File: config.mk
export PLATFORM = sky130hd
export DESIGN_NAME = ebpc_stream_interleaver
export DESIGN_NICKNAME = d
export VERILOG_FILES = /design/src/rtl/ebpc_stream_interleaver.sv
export SDC_FILE = /design/constraint.sdc
export NUM_CORES = 1
export LEC_CHECK = 0
export CAP_MARGIN = 40
export CORE_ASPECT_RATIO = 1.25
export CORE_MARGIN = 1.5
export CORE_UTILIZATION = 43
export DETAILED_ROUTE_END_ITERATION = 7
export HOLD_SLACK_MARGIN = 0.03
export PLACE_DENSITY = 0.78
export REMOVE_ABC_BUFFERS = 1
export SLEW_MARGIN = 20
export SYNTH_ARGS = -nofsm -noshare
export SYNTH_HDL_FRONTEND = slang
export SYNTH_SLANG_ARGS = --single-unit
File: constraint.sdc
create_clock -name clk_i -period 1.9 [get_ports clk_i]
set_clock_uncertainty 0.1 [all_clocks]
set_input_delay 0.38 -clock clk_i [delete_from_list [all_inputs] [get_ports clk_i]]
set_output_delay 0.38 -clock clk_i [all_outputs]
set_load 0.02 [all_outputs]
File: src/rtl/ebpc_stream_interleaver.sv
// ebpc_stream_interleaver: burst round-robin merge of the BPC (A) and ZNZ (B) streams onto one registered output
module ebpc_stream_interleaver #(
    parameter int DATA_W    = 8,
    parameter int BURST_LEN = 4
) (
    input  logic              clk_i,
    input  logic              rst_ni,
    input  logic [DATA_W-1:0] a_data_i,
    input  logic              a_last_i,
    input  logic              a_vld_i,
    output logic              a_rdy_o,
    input  logic [DATA_W-1:0] b_data_i,
    input  logic              b_last_i,
    input  logic              b_vld_i,
    output logic              b_rdy_o,
    output logic [DATA_W-1:0] data_o,
    output logic              src_o,
    output logic              last_o,
    output logic              vld_o,
    input  logic              rdy_i,
    output logic              idle_o
);
    typedef enum logic [1:0] {SERVE_A, SERVE_B, DRAIN_A, DRAIN_B} state_t;
    localparam int CW = $clog2(BURST_LEN + 1);
    localparam logic [CW-1:0] CNT_MAX = CW'(BURST_LEN - 1);
    state_t state, state_n;
    logic [CW-1:0] cnt, cnt_n;
    logic a_done, b_done, a_done_n, b_done_n;
    logic load_en, grant_a, hs, in_last, draining;
    assign load_en  = !vld_o || rdy_i;
    assign grant_a  = state == SERVE_A || state == DRAIN_A;
    assign draining = state == DRAIN_A || state == DRAIN_B;
    assign a_rdy_o  = load_en && grant_a;
    assign b_rdy_o  = load_en && !grant_a;
    assign hs       = grant_a ? a_vld_i && a_rdy_o : b_vld_i && b_rdy_o;
    assign in_last  = grant_a ? a_last_i : b_last_i;
    assign idle_o   = state == SERVE_A && cnt == '0 && !a_done && !b_done && !vld_o;
    always_comb begin
        state_n  = state;
        a_done_n = a_done;
        b_done_n = b_done;
        if (hs) begin
            case (state)
                SERVE_A: begin
                    if (a_last_i) begin
                        state_n  = DRAIN_B;
                        a_done_n = 1'b1;
                    end else if (cnt == CNT_MAX) state_n = SERVE_B;
                end
                SERVE_B: begin
                    if (b_last_i) begin
                        state_n  = DRAIN_A;
                        b_done_n = 1'b1;
                    end else if (cnt == CNT_MAX) state_n = SERVE_A;
                end
                default: begin
                    if (in_last) begin
                        state_n  = SERVE_A;
                        a_done_n = 1'b0;
                        b_done_n = 1'b0;
                    end
                end
            endcase
        end
        cnt_n = state_n != state ? '0 : hs && !draining ? cnt + 1'b1 : cnt;
    end
    always_ff @(posedge clk_i or negedge rst_ni) begin
        if (!rst_ni) begin
            state  <= SERVE_A;
            cnt    <= '0;
            a_done <= 1'b0;
            b_done <= 1'b0;
            vld_o  <= 1'b0;
            data_o <= '0;
            src_o  <= 1'b0;
            last_o <= 1'b0;
        end else begin
            state  <= state_n;
            cnt    <= cnt_n;
            a_done <= a_done_n;
            b_done <= b_done_n;
            if (load_en) vld_o <= hs;
            if (hs) begin
                data_o <= grant_a ? a_data_i : b_data_i;
                src_o  <= !grant_a;
                last_o <= in_last && draining;
            end
        end
    end
    // a stream that already delivered its last word must not deliver another within the frame
    assert property (@(posedge clk_i) disable iff (!rst_ni) a_vld_i && a_rdy_o && a_last_i |-> !a_done);
    assert property (@(posedge clk_i) disable iff (!rst_ni) b_vld_i && b_rdy_o && b_last_i |-> !b_done);
    assert property (@(posedge clk_i) disable iff (!rst_ni) a_vld_i && !a_rdy_o |=> $stable(a_data_i))
        else $warning("a_data_i changed while stalled");
    assert property (@(posedge clk_i) disable iff (!rst_ni) b_vld_i && !b_rdy_o |=> $stable(b_data_i))
        else $warning("b_data_i changed while stalled");
endmodule

* Yosys cells after proc, flatten, opt, wreduce, memory -nomap -nowiden
Index checks and enable logic that the tools add are counted.
Operators by class: add/sub/neg operators 1, eq/ne operators 7, multiplexer cells 17, bitwise logic cells 2, reduce and logical (&&, ||, !) cells 25
Operators by type and width (count):
- 2-bit 2-to-1 mux | 6
- 1-bit logical AND | 10
- 8-bit 2-to-1 mux | 1
- 4-bit AND reduction | 2
- 3-bit 2-to-1 mux | 2
- 2-bit nonzero test | 3
- 1-bit logical NOT | 5
- 1-bit 2-to-1 mux | 5
- 2-bit equality test (second input constant) | 2
- 2-bit inequality test (second input constant) | 2
- 1-bit case mux with 2 select lines | 2
- 2-bit case mux with 2 select lines | 1
- 3-bit by 1-bit adder with 3-bit output (second input constant) | 1
- 3-bit by 2-bit equality test with 1-bit output (second input constant) | 1
- 3-bit logical NOT | 1
- 1-bit logical OR | 3
- 2-bit by 1-bit equality test with 1-bit output (second input constant) | 1
- 2-bit logical NOT | 1
- 2-bit inequality test | 1
- 1-bit inverter | 2
Storage, ports and cells: register bits after elaboration 18, word-level logic and storage cells 60

* Depth between registers and ports, before layout
depth in word-level cells 9, depth in mapped cells 5, gate-level depth less buffers 5

* Least setup slack after synthesis
OpenSTA, ideal clock, no wires.
path kind register to output, start point register state[0], end point output idle_o, arrival time 1497 ps, path slack -77 ps, cell stages (with the launch flop) 4, buffers on the path 2, cell sequence dfrtp_1 > buf_6 > clkbuf_1 > nor4_1
On the way: cells in the longest elaborated chain, start to end 5
RTL lines:
- start, declared | RTL line 26 | state_t state, state_n;
- start signal, assigned | RTL line 78 | state <= state_n;
- 2-bit logical NOT | RTL line 37 | assign idle_o = state == SERVE_A && cnt == '0 && !a_done && !b_done && !vld_o;
- 1-bit logical AND (4 in series) | RTL line 37
- end, declared | RTL line 21 | output logic idle_o
No other way between the ends.

* Final worst setup path
start point input rdy_i, end point output a_rdy_o
On the way: cells in the longest elaborated chain, start to end 2
RTL lines:
- start, declared | RTL line 20 | input logic rdy_i,
- 1-bit logical OR | RTL line 30 | assign load_en = !vld_o || rdy_i;
- 1-bit logical AND | RTL line 33 | assign a_rdy_o = load_en && grant_a;
- end, declared | RTL line 11 | output logic a_rdy_o,
No other way between the ends.

==> metrics.txt <==
VDD IR-drop max=1.074 mV; clock group share of total power=0.093; switching share of power=0.4051; total track usage=0.2050; CP max FO=4; Setup WS post-layout=62.20 ps; Root Driver=clkbuf_4; DR DRC count=0; most frequent cells in the layout=clkdlybuf4s50_1, dfrtp_1, o21ai_0; Distinct cells, synth=28; max-slew violation count=0; number of flops mapped to enable cells by yosys=0; Rows=19; global-route wire length before repair=3891 um; Die Wd=46.24 um; Post-Syn Area=1005 sq um; register area share after synthesis=0.4483; commonest non-fill, non-tap cell in the layout=clkdlybuf4s50_1; WP buf/inv=2; Reg-to-Reg Start=state[0]; Primary FF master, synth=dfrtp_1; setup tns final=0 ps; Yosys reg bits=18; area added between synthesis and finish=46.45%; Core Box Area=2211 sq um; Logic pwr share=0.595; clock sink count=18; Post-CTS Setup Bufs=0; area of placed instances=1451 sq um; Crit path max-delay family=buffers and inverters; Leakage=0.6200 nW; diodes inserted=0; total placed cells including tap cells=171; status=completed; Reg2Reg Setup Slack=220 ps; Mean Syn Cell Area=10.15 sq um; RSZ-0062 raised after global routing=no; DIE AREA=2637 sq um; worst setup path start=rdy_i; CTS tree=yes; endpoints failing hold=0; post-detail-place hpwl=1789 um; Int Pwr=0.001241 W; Worst R2R Path Depth=6; Initial DRT Pass Iterations=4; Pwr Density=1417 nW/um^2; CP max stage cell=clkdlybuf4s50_1; final cell count without fillers=174; worst hold path type=in2async; Final setup viols=0; DR vias=918; clk slew on worst S/H paths=100 ps; CTS Buf Count=3; cts hold-fix bufs=0; CP startpoint kind=input pin; Skew-Pair Late Insertion Delay=300 ps; WP data required=1420 ps; CTS H-tree depth=1; min Tclk post-route=1838 ps; CP endpoint kind=output port; max_slew headroom=0.7211; Tightest Pin Transition=406.7 ps; Routability Congestion=0.7958; fmax=544.1 MHz; WP data arrival=1360 ps; Layout Cell Area excl Fill=1471 sq um; fillcell total=200; Initial Util=0.4544; WL per Instance=13.30 um; initial antenna violation count=0; crit path kind=in2out; largest net degree at the start of global routing=19; cell-by-cell trace of the critical path=clkdlybuf4s50_1 > nor2b_2 > nor2_1 > clkdlybuf4s15_1; ys async rst share=1.000; Post-DRT Antenna Nets=0; max_cap viols=0; sequential group share of total power=0.312; Stages on worst setup path=4; # IOs=37; # nets final=171; switching power of the nets=0.0008448 W; yosys warns=0; Tot Pwr=0.002085 W; DP Worst Slack=-248.1 ps; final WL=2314 um; layout cell share with drive strength beyond 1=0.1538; Max stage delay on crit path=490 ps; Avg Vias per Cell=5.276; vias in the first global route=906; port bufs=36; Starting DRT DRC Count=10; Mapped Cells=99; period utilization=0.9673; Clock Tree Buf Depth=2; Die H=57.05 um; grt total ovfl=0
[sequential cells by signal, summed over array words and instances, names as in the netlist]
signal / flops
cnt: 3
a_done: 1
vld_o: 1
last_o: 1
b_done: 1
state: 2
src_o: 1
data_o: 8
[area by class of cell]
type / count / area [sq um] / share of cell area
Multi-Input combinational cell: 69 / 495.5 / 0.3367
Timing Repair Buffer: 48 / 445.4 / 0.3027
Clock buffer: 3 / 22.52 / 0.01531
Inverter: 5 / 18.77 / 0.01276
Sequential cell: 18 / 450.4 / 0.3061
Tap cell: 31 / 38.79 / 0.02636
[kinds of logic after synthesis]
| kind of cell | Yosys count | synth area share |
|---|---|---|
| simple gates | 22 | 0.1146 |
| buf+inv | 12 | 0.06101 |
| mux | 11 | 0.1220 |
| flops | 18 | 0.4483 |
| fa+ha+maj | 3 | 0.03736 |
| xor+xnor | 1 | 0.008719 |
| compound gates | 32 | 0.2080 |
[per-layer routing]
layer / GRT usage / wire (um)
met2: 0.3313 / 1174
met1: 0.2408 / 961
met3: 0.04114 / 107
met4: 0.1224 / 70
met5: 0 / 0
[power groups by stage]
| stage | clock network [W] | logic [W] | registers (W) |
|---|---|---|---|
| 6_report | 0.000194 | 0.00124 | 0.000650 |
| 5_1_grt | 0.000215 | 0.00134 | 0.000673 |
| 4_1_cts | 0.000201 | 0.00125 | 0.000652 |
| 3_5_place_dp | 0 | 0.00126 | 0.000655 |
| 3_3_place_gp | 0 | 0.00124 | 0.000653 |
| 2_1_floorplan | 0 | 0.000495 | 0.000852 |
[cells in the mapped netlist (2+ instances only)]
| master | number | area [sq um] |
|---|---|---|
| buf_6 | 2 | 22.52 |
| clkbuf_1 | 4 | 15.01 |
| dfrtp_1 | 18 | 450.4 |
| ha_1 | 3 | 37.54 |
| inv_1 | 5 | 18.77 |
| mux2i_1 | 10 | 100.1 |
| nand2_1 | 4 | 15.01 |
| nand3_1 | 3 | 15.01 |
| nor2_1 | 6 | 22.52 |
| nor2b_1 | 3 | 18.77 |
| nor4_1 | 2 | 12.51 |
| o21ai_0 | 13 | 65.06 |
| o21ai_1 | 8 | 40.04 |
| o311ai_2 | 2 | 32.53 |
| o31ai_1 | 3 | 22.52 |
[timing repair]
item	4_1_cts	5_1_grt
gates resized for setup	8	2
gates cloned	0	0
endpoints found under the setup margin	3	2
[path summary, 6_finish.rpt]
path                                  end
worst max-delay path              a_rdy_o
worst min-delay path             state[1]
worst max register to register     cnt[2]
worst min register to register     last_o
max in group asynchronous       data_o[3]
min in group clk_i                 last_o
[through the flow]
step	utilization	hold WS [ps]
detailed placement	0.6565	399.3
global placement	0.6565	396.7
global route	0.6655	303.4
CTS	0.6644	298.5
finish	0.6655	297.0
floorplan	-	-15.59
Note: power is estimated with default switching activity, not from simulation.
